**src/rtl/fpu_arith_pkg.sv**
```systemverilog
// Shared definitions for the FP80 arithmetic-unit sequencer: op codes,
// exception flag / condition-code bit indices and the FSM state encoding.
package fpu_arith_pkg;

  typedef enum logic [1:0] {
    ST_IDLE  = 2'd0,
    ST_ISSUE = 2'd1,
    ST_WAIT  = 2'd2,
    ST_RESP  = 2'd3
  } state_t;

  localparam logic [3:0] OP_ADD          = 4'd0;
  localparam logic [3:0] OP_SUB          = 4'd1;
  localparam logic [3:0] OP_MUL          = 4'd2;
  localparam logic [3:0] OP_DIV          = 4'd3;
  localparam logic [3:0] OP_SQRT         = 4'd4;
  localparam logic [3:0] OP_ROUND        = 4'd5;
  localparam logic [3:0] OP_FP_TO_INT16  = 4'd6;
  localparam logic [3:0] OP_FP_TO_INT32  = 4'd7;
  localparam logic [3:0] OP_INT16_TO_FP  = 4'd8;
  localparam logic [3:0] OP_INT32_TO_FP  = 4'd9;
  localparam logic [3:0] OP_FP_TO_FP32   = 4'd10;
  localparam logic [3:0] OP_FP_TO_FP64   = 4'd11;

  // flags = {invalid, denormal, zero_divide, overflow, underflow, inexact}
  localparam int FLAG_INVALID     = 5;
  localparam int FLAG_DENORMAL    = 4;
  localparam int FLAG_ZERO_DIVIDE = 3;
  localparam int FLAG_OVERFLOW    = 2;
  localparam int FLAG_UNDERFLOW   = 1;
  localparam int FLAG_INEXACT     = 0;

  // cc = {less, equal, greater, unordered}
  localparam int CC_LESS      = 3;
  localparam int CC_EQUAL     = 2;
  localparam int CC_GREATER   = 1;
  localparam int CC_UNORDERED = 0;

  localparam logic [5:0] FLAGS_INVALID_ONLY = 6'b100000;

  function automatic logic op_is_valid(input logic [3:0] op);
    return op <= OP_FP_TO_FP64;
  endfunction

endpackage

```
**src/rtl/fpu_arith_resp_fmt.sv**
```systemverilog
// Response packing: selects and widens the arithmetic-unit result that
// matches the latched op code into the 80-bit response word.
// Ports: op (latched op code), result/int16/int32/fp32/fp64 (unit outputs),
//        data (packed 80-bit response).
module fpu_arith_resp_fmt
  import fpu_arith_pkg::*;
(
  input  logic [3:0]  op,
  input  logic [79:0] result,
  input  logic [15:0] int16,
  input  logic [31:0] int32,
  input  logic [31:0] fp32,
  input  logic [63:0] fp64,
  output logic [79:0] data
);

  always_comb begin
    data = result;
    case (op)
      OP_FP_TO_INT16: data = {{64{int16[15]}}, int16};
      OP_FP_TO_INT32: data = {{48{int32[31]}}, int32};
      OP_FP_TO_FP32:  data = {48'd0, fp32};
      OP_FP_TO_FP64:  data = {16'd0, fp64};
      default:        data = result;
    endcase
  end

endmodule

```
**src/rtl/fpu_arith_sequencer.sv**
```systemverilog
// Command sequencer for an FP80 arithmetic unit. Accepts one command,
// pulses the unit enable, waits (bounded) for done and returns a response.
//
// state  | meaning
// IDLE   | cmd_ready high, waiting for a command
// ISSUE  | au_enable pulsed for one cycle, timeout timer loaded
// WAIT   | waiting for au_done or timer terminal count
// RESP   | rsp_valid high, payload held until rsp_ready
//
// Ports: clk/reset; cmd_* command handshake and operands; au_* unit control,
// latched operands and unit results; rsp_* response handshake and payload;
// sticky_flags/clear_sticky accumulated exceptions; busy (state != IDLE).
module fpu_arith_sequencer
  import fpu_arith_pkg::*;
#(
  parameter int TIMEOUT_CYCLES = 1023
) (
  input  logic        clk,
  input  logic        reset,
  input  logic        cmd_valid,
  output logic        cmd_ready,
  input  logic [3:0]  cmd_op,
  input  logic [1:0]  cmd_rm,
  input  logic [79:0] cmd_a,
  input  logic [79:0] cmd_b,
  input  logic [63:0] cmd_raw,
  output logic [3:0]  au_operation,
  output logic        au_enable,
  output logic [1:0]  au_rounding_mode,
  output logic [79:0] au_operand_a,
  output logic [79:0] au_operand_b,
  output logic [15:0] au_int16_in,
  output logic [31:0] au_int32_in,
  output logic [31:0] au_fp32_in,
  output logic [63:0] au_fp64_in,
  input  logic        au_done,
  input  logic [79:0] au_result,
  input  logic [15:0] au_int16_out,
  input  logic [31:0] au_int32_out,
  input  logic [31:0] au_fp32_out,
  input  logic [63:0] au_fp64_out,
  input  logic [5:0]  au_flags,
  input  logic [3:0]  au_cc,
  output logic        rsp_valid,
  input  logic        rsp_ready,
  output logic [79:0] rsp_data,
  output logic [5:0]  rsp_flags,
  output logic [3:0]  rsp_cc,
  output logic        rsp_timeout,
  output logic [5:0]  sticky_flags,
  input  logic        clear_sticky,
  output logic        busy
);

  localparam int CNT_W = $clog2(TIMEOUT_CYCLES + 1);
  // Down-counter loaded at ISSUE; terminal count 0 marks the last WAIT cycle.
  localparam logic [CNT_W-1:0] CNT_LOAD = CNT_W'(TIMEOUT_CYCLES - 1);

  state_t           state;
  logic [CNT_W-1:0] wait_cnt;
  logic [63:0]      raw_q;
  logic [79:0]      fmt_data;
  logic             capture;
  logic [5:0]       capture_flags;

  assign au_int16_in = raw_q[15:0];
  assign au_int32_in = raw_q[31:0];
  assign au_fp32_in  = raw_q[31:0];
  assign au_fp64_in  = raw_q;

  fpu_arith_resp_fmt u_resp_fmt (
    .op     (au_operation),
    .result (au_result),
    .int16  (au_int16_out),
    .int32  (au_int32_out),
    .fp32   (au_fp32_out),
    .fp64   (au_fp64_out),
    .data   (fmt_data)
  );

  // Any event that produces a response also feeds the sticky accumulator.
  always_comb begin
    capture       = 1'b0;
    capture_flags = '0;
    case (state)
      ST_IDLE: if (cmd_valid && !op_is_valid(cmd_op)) begin
        capture       = 1'b1;
        capture_flags = FLAGS_INVALID_ONLY;
      end
      ST_WAIT: if (au_done) begin
        capture       = 1'b1;
        capture_flags = au_flags;
      end else if (wait_cnt == '0) begin
        capture       = 1'b1;
        capture_flags = FLAGS_INVALID_ONLY;
      end
      default: ;
    endcase
  end

  always_ff @(posedge clk) begin
    if (reset) begin
      sticky_flags <= '0;
    end else if (capture) begin
      sticky_flags <= clear_sticky ? capture_flags : (sticky_flags | capture_flags);
    end else if (clear_sticky) begin
      sticky_flags <= '0;
    end
  end

  always_ff @(posedge clk) begin
    if (reset) begin
      state            <= ST_IDLE;
      wait_cnt         <= '0;
      raw_q            <= '0;
      au_operation     <= '0;
      au_rounding_mode <= '0;
      au_operand_a     <= '0;
      au_operand_b     <= '0;
      au_enable        <= 1'b0;
      cmd_ready        <= 1'b1;
      busy             <= 1'b0;
      rsp_valid        <= 1'b0;
      rsp_data         <= '0;
      rsp_flags        <= '0;
      rsp_cc           <= '0;
      rsp_timeout      <= 1'b0;
    end else begin
      case (state)
        ST_IDLE: if (cmd_valid) begin
          au_operation     <= cmd_op;
          au_rounding_mode <= cmd_rm;
          au_operand_a     <= cmd_a;
          au_operand_b     <= cmd_b;
          raw_q            <= cmd_raw;
          cmd_ready        <= 1'b0;
          busy             <= 1'b1;
          if (op_is_valid(cmd_op)) begin
            state     <= ST_ISSUE;
            au_enable <= 1'b1;
          end else begin
            state       <= ST_RESP;
            rsp_valid   <= 1'b1;
            rsp_data    <= '0;
            rsp_flags   <= FLAGS_INVALID_ONLY;
            rsp_cc      <= '0;
            rsp_timeout <= 1'b0;
          end
        end
        ST_ISSUE: begin
          au_enable <= 1'b0;
          wait_cnt  <= CNT_LOAD;
          state     <= ST_WAIT;
        end
        ST_WAIT: begin
          if (au_done) begin
            state       <= ST_RESP;
            rsp_valid   <= 1'b1;
            rsp_data    <= fmt_data;
            rsp_flags   <= au_flags;
            rsp_cc      <= (au_operation <= OP_SUB) ? au_cc : 4'd0;
            rsp_timeout <= 1'b0;
          end else if (wait_cnt == '0) begin
            state       <= ST_RESP;
            rsp_valid   <= 1'b1;
            rsp_data    <= '0;
            rsp_flags   <= FLAGS_INVALID_ONLY;
            rsp_cc      <= '0;
            rsp_timeout <= 1'b1;
          end else begin
            wait_cnt <= wait_cnt - 1'b1;
          end
        end
        ST_RESP: if (rsp_ready) begin
          state     <= ST_IDLE;
          rsp_valid <= 1'b0;
          cmd_ready <= 1'b1;
          busy      <= 1'b0;
        end
        default: state <= ST_IDLE;
      endcase
    end
  end

endmodule

```
**config.mk**
```make
export PLATFORM = sky130hd
export DESIGN_NAME = fpu_arith_sequencer
export DESIGN_NICKNAME = d
export VERILOG_FILES = /design/src/rtl/fpu_arith_pkg.sv /design/src/rtl/fpu_arith_resp_fmt.sv /design/src/rtl/fpu_arith_sequencer.sv
export SDC_FILE = /design/constraint.sdc
export NUM_CORES = 1
export LEC_CHECK = 0
export BUFFER_PORTS_ARGS = -buffer_cell sky130_fd_sc_hd__buf_4
export CORE_AREA = 2 2 344 346
export DETAILED_ROUTE_END_ITERATION = 8
export DIE_AREA = 0 0 346 348
export SETUP_SLACK_MARGIN = 0.3
export SLEW_MARGIN = 25
export SYNTH_ARGS = -nofsm -noshare
export SYNTH_HDL_FRONTEND = slang
export SYNTH_SLANG_ARGS = --single-unit
```
**constraint.sdc**
```tcl
create_clock -name clk -period 2.8 [get_ports clk]
set_clock_uncertainty 0.2 [all_clocks]
set_input_delay 0.42 -clock clk [delete_from_list [all_inputs] [get_ports clk]]
set_output_delay 0.42 -clock clk [all_outputs]
set_load 0.01 [all_outputs]
```
==> results by stage <==
Logic synthesis:
- Yosys mapped a number of flops with a built-in enable equal to 0.
- Of the synthesized area, sequential elements account for 0.4818.
- The summed instance area of the synthesized netlist is around 0.014 sq mm.
- Of all flip-flops after synthesis, the portion carrying an async set or reset was 0.
- Counting every instance in the synthesized netlist gives 1774.
- The distinct cell type count after synthesis is between 50 and 60.
- The net count after synthesis is approximately 2.3k.
- Each instance of the synthesized netlist takes up on average about 8 sq um.
- During synthesis, Yosys emitted a total of 0 warnings.
- The dominant register cell in the synthesized netlist is sky130_fd_sc_hd__dfxtp_1.
- Synthesis inferred 343 register bits.

Layout:
- For this run, the post-layout net count is ~3.3k.
- The area growth from synthesis to layout is 88.27%.
- The layout cell share with drive strength beyond 1 is 0.3632.
- The layout has roughly 13k filler cells.
- The total area of sequential cells is approximately 0.0069 sq mm.
- The area taken by multi-input logic gates is roughly 0.0062 sq mm.
- With fillers left out, the area of the finished cells amounts to between 0.02 and 0.03 sq mm.
- Leaving out fill and tap cells, the most frequent cell in the layout is sky130_fd_sc_hd__buf_4.
- The library cells used most frequently in the layout, excluding fill and tap cells, are sky130_fd_sc_hd__buf_4 (908), sky130_fd_sc_hd__nand2_1 (523), sky130_fd_sc_hd__dfxtp_1 (341), sky130_fd_sc_hd__dlygate4sd3_1 (324), sky130_fd_sc_hd__a21oi_1 (320).

GRT:
- For met3 alone, demand over resource in global routing was 0.04173.
- Entering global routing, the biggest net connects 125 pins.
- After global routing, the most crowded layer is met2.
- In the global route stage, met2 resource usage came out at 0.2108.
- Global routing finished with a remaining overflow of 0.
- The wire length of the first global-routing pass is about 110000 microns.
- For this run, the total global-route usage over all layers was measured as 0.1263.
- The via count of the first global-routing pass is roughly 17k.
- For met1 alone, demand over resource in global routing was 0.1506.
- The initial antenna violation count is 14.

CTS:
- The number of clock sinks is ~340.
- The clock transition at the registers of the reported paths is 60 ps.
- The clock passes through at most 3 buffers.
- The total clock buffers created by CTS is 42.
- For the worst-skew pair, the clock arrives at the later sink with an insertion delay of roughly 600 ps.
- TritonCTS built the clock tree.
- The clock tree root driver cell is sky130_fd_sc_hd__clkbuf_16.
- The H-tree depth is 2.

Power and ir drop:
- The leakage power total is 0.01135 uW.
- The switching fraction of total power is 0.3603.
- The part of the power in registers is 0.333.
- The share of total power dissipated in the clock network is 0.311.
- The power per cell area is approximately 700 mW/mm^2.
- Summed over all nets, the switching power comes to 6748 uW.
- The maximum ir drop on the vdd rail is approximately 0.47 mV.
- The combinational fraction of design power is 0.356.
- The cell internal power dissipation is approximately 12000 uW.

Critical path:
- The data arrival time of the worst path is about 2800 ps.
- The delay of the slowest cell on the worst path is about 400 ps.
- The cell with the largest stage delay on the worst path is sky130_fd_sc_hd__dfxtp_1.
- The minimum setup slack among reg-to-reg paths is 330 ps.
- The signal on the critical path passes through inv_1 > ha_1 > nand2_4 > buf_8 > buf_16 > nand2_1 > a21oi_1.
- The largest fanout on the critical path is 94.
- The critical path capture point type is a flip-flop.
- The setup path with the least slack is of type flip-flop to flip-flop.
- The required time at the worst-slack endpoint is ~3100 ps.
- The number of cell instances on the worst register-to-register path is 7.
- The critical path crosses 7 cells after its start point.
- STA classifies the critical path startpoint as a flip-flop.
- The startpoint identified for the worst register-to-register timing path is state[0]$_SDFFE_PP0P_.
- Counting both buffers and inverters, the worst setup path holds a total of 3.
- Among cell families on the critical path, the largest total delay comes from buffers and inverters.
- The most critical setup path has its startpoint at state[0]$_SDFFE_PP0P_.

Floorplanning:
- just under 900 I/O pins were placed.
- The vertical die dimension is 348 microns.
- Row generation in the floorplan step produced 126 rows.
- The width of the die is roughly 350 microns.
- The full die area is roughly 0.12 sq mm.
- The floorplan step defined a core boundary enclosing around 0.12 sq mm.
- The initial utilization of the core area, before any placement, comes to 0.1218.

Min path:
- The hold path startpoint is cmd_a[21].
- The path class of the lowest-slack min-delay path is primary input to flip-flop.
- Counting instances, the worst hold path has a depth of 3.

Timing:
- The total setup violations reported at the end of the flow is 0.
- Subtracting the final worst setup slack from the clock period gives about 2500 ps.
- Setup repair after global routing could not meet its margin everywhere.
- In this run the tightest slew margin relative to its limit is 0.5008.
- The peak clock frequency supported by timing is between 0.4 and 0.5 GHz.
- The final number of max-transition violations is 0.
- The portion of the clock cycle consumed by the worst path in the final layout is 0.8839.
- The minimum setup slack in the final design is roughly 330 ps.
- At the pin with the least slew margin, the transition time is 748.8 ps.
- After routing, the total negative slack on setup checks comes to 0 ps.
- The count of final hold-check violations was 0.

Routing:
- The overall via count from detail_route is ~17k.
- The count of nets left with antenna violations once routing finished came out at 0.
- The final wirelength is 80680 microns.
- The number of optimization iterations in the first detailed-route pass is 8.
- The number of violations reported at the end of detailed-routing iteration 0 is around 1.4k.
- The number of vias per cell after detailed routing is between 3 and 4.
- In the final routed layout, each cell accounts on average for 18.30 microns.
- The detailed-route DRC error count is 0.

Outcome:
- The flow ran to the end, and the final reports show no timing, DRC or antenna violations.

Placed design:
- Detailed placement finished with a half-perimeter wire length of 60750 microns.
- The routability-driven placement congestion ratio is ~0.88.
- Timing analysis after detailed placement gives a worst setup slack of 176.6 ps.
- The cell area after placement is ~0.022 sq mm.
- Input and output buffers added on the ports amount to just under 900.

Run:
- Across the run, the number of max-cap violations was 0.
==> what timing repair did <==
action                                  in CTS  in global routing
gates resized for setup                      3                 11
hold endpoints to repair                   330                  0
pin swaps                                    0                  2
endpoints found under the setup margin     224                253
hold buffers                               324                  0
setup buffers                                0                  3
==> power by group through the flow <==
stage	clock (uW)	combinational, uW	sequential (uW)
CTS	6030	6650	6230
floorplan	0	2980	6500
finish	5820	6670	6240
global route	6190	7230	6330
global placement	0	6190	6290
detailed placement	0	6230	6320
==> worst min-delay path, cell delays in order <==
cell	delay, ps
sky130_fd_sc_hd__buf_4	80
sky130_fd_sc_hd__nand2_1	130
sky130_fd_sc_hd__a21oi_1	150
==> logic make-up (layout without fill, tap and decap cells) <==
family                     count (synthesis)  after routing  share of synthesized area
adders and majority gates                  6              6                   0.005268
AOI/OAI and AO/OA                        483            483                     0.2065
other                                      0              1                          0
DFF                                      343            343                     0.4818
and+or+nand+nor                          684            684                     0.2027
buffers and inverters                    234           1332                    0.08657
xor gates and xnor gates                   6              6                   0.003687
muxes                                     18             18                    0.01343
==> metrics by stage <==
step           cells  utilization  total power (uW)  hold slack (ps)
6_report        4409       0.2294             18730            21.92
3_5_place_dp    4004       0.1886             12540            246.9
2_1_floorplan   1774            -              9478            265.5
3_3_place_gp    4004       0.1886             12480            242.4
4_1_cts         4405       0.2288             18910           0.4378
5_1_grt         4408       0.2293             19750            15.08
==> cell type report <==
class	instances	area share
Timing Repair Buffer	1247	0.3853
Sequential cell	343	0.2561
Multi-Input combinational cell	1197	0.2320
Tap cell	1536	0.07163
Clock buffer	59	0.04537
Clock inverter	18	0.008394
Inverter	8	0.001119
Antenna cell	1	0.00009327
==> Yosys cell counts (10+ instances only) <==
library cell	number	area [sq um]
sky130_fd_sc_hd__a211oi_1	10	75.07
sky130_fd_sc_hd__a21oi_1	321	1607
sky130_fd_sc_hd__and3_1	32	200.2
sky130_fd_sc_hd__buf_4	82	615.6
sky130_fd_sc_hd__clkbuf_1	123	461.7
sky130_fd_sc_hd__dfxtp_1	343	6867
sky130_fd_sc_hd__nand2_1	525	1971
sky130_fd_sc_hd__nand3_1	19	95.09
sky130_fd_sc_hd__nor2_1	39	146.4
sky130_fd_sc_hd__nor2b_1	17	106.4
sky130_fd_sc_hd__o211ai_1	14	105.1
sky130_fd_sc_hd__o21ai_0	16	80.08
sky130_fd_sc_hd__o221ai_1	39	341.6
sky130_fd_sc_hd__o2bb2ai_1	31	271.5
==> worst paths after layout <==
check | end
min | au_operand_a[21]$_SDFFE_PP0P_
max reg2reg | au_operand_b[48]$_SDFFE_PP0P_
max | au_operand_b[48]$_SDFFE_PP0P_
min reg2reg | au_operand_b[62]$_SDFFE_PP0P_
==> sequential cells by signal, summed over array words and instances (netlist names) <==
| name | flops |
|---|---|
| au_operand_b | 80 |
| au_fp64_in | 64 |
| au_enable | 1 |
| cmd_ready | 1 |
| au_rounding_mode | 2 |
| rsp_flags | 6 |
| rsp_data | 80 |
| rsp_timeout | 1 |
| au_operation | 4 |
| busy | 1 |
| au_operand_a | 80 |
| state | 2 |
| rsp_valid | 1 |
| wait_cnt | 10 |
| sticky_flags | 6 |
| rsp_cc | 4 |
==> layer usage <==
metal / vias to the layer above / routed length, microns / part of all wire
li1: 8098 / - / -
met1: 8132 / 32200 / 0.40
met2: 804 / 38270 / 0.47
met3: 136 / 7305 / 0.091
met4: 12 / 2822 / 0.035
met5: - / 85 / 0.0011
Power figures use the tool's default switching activity.
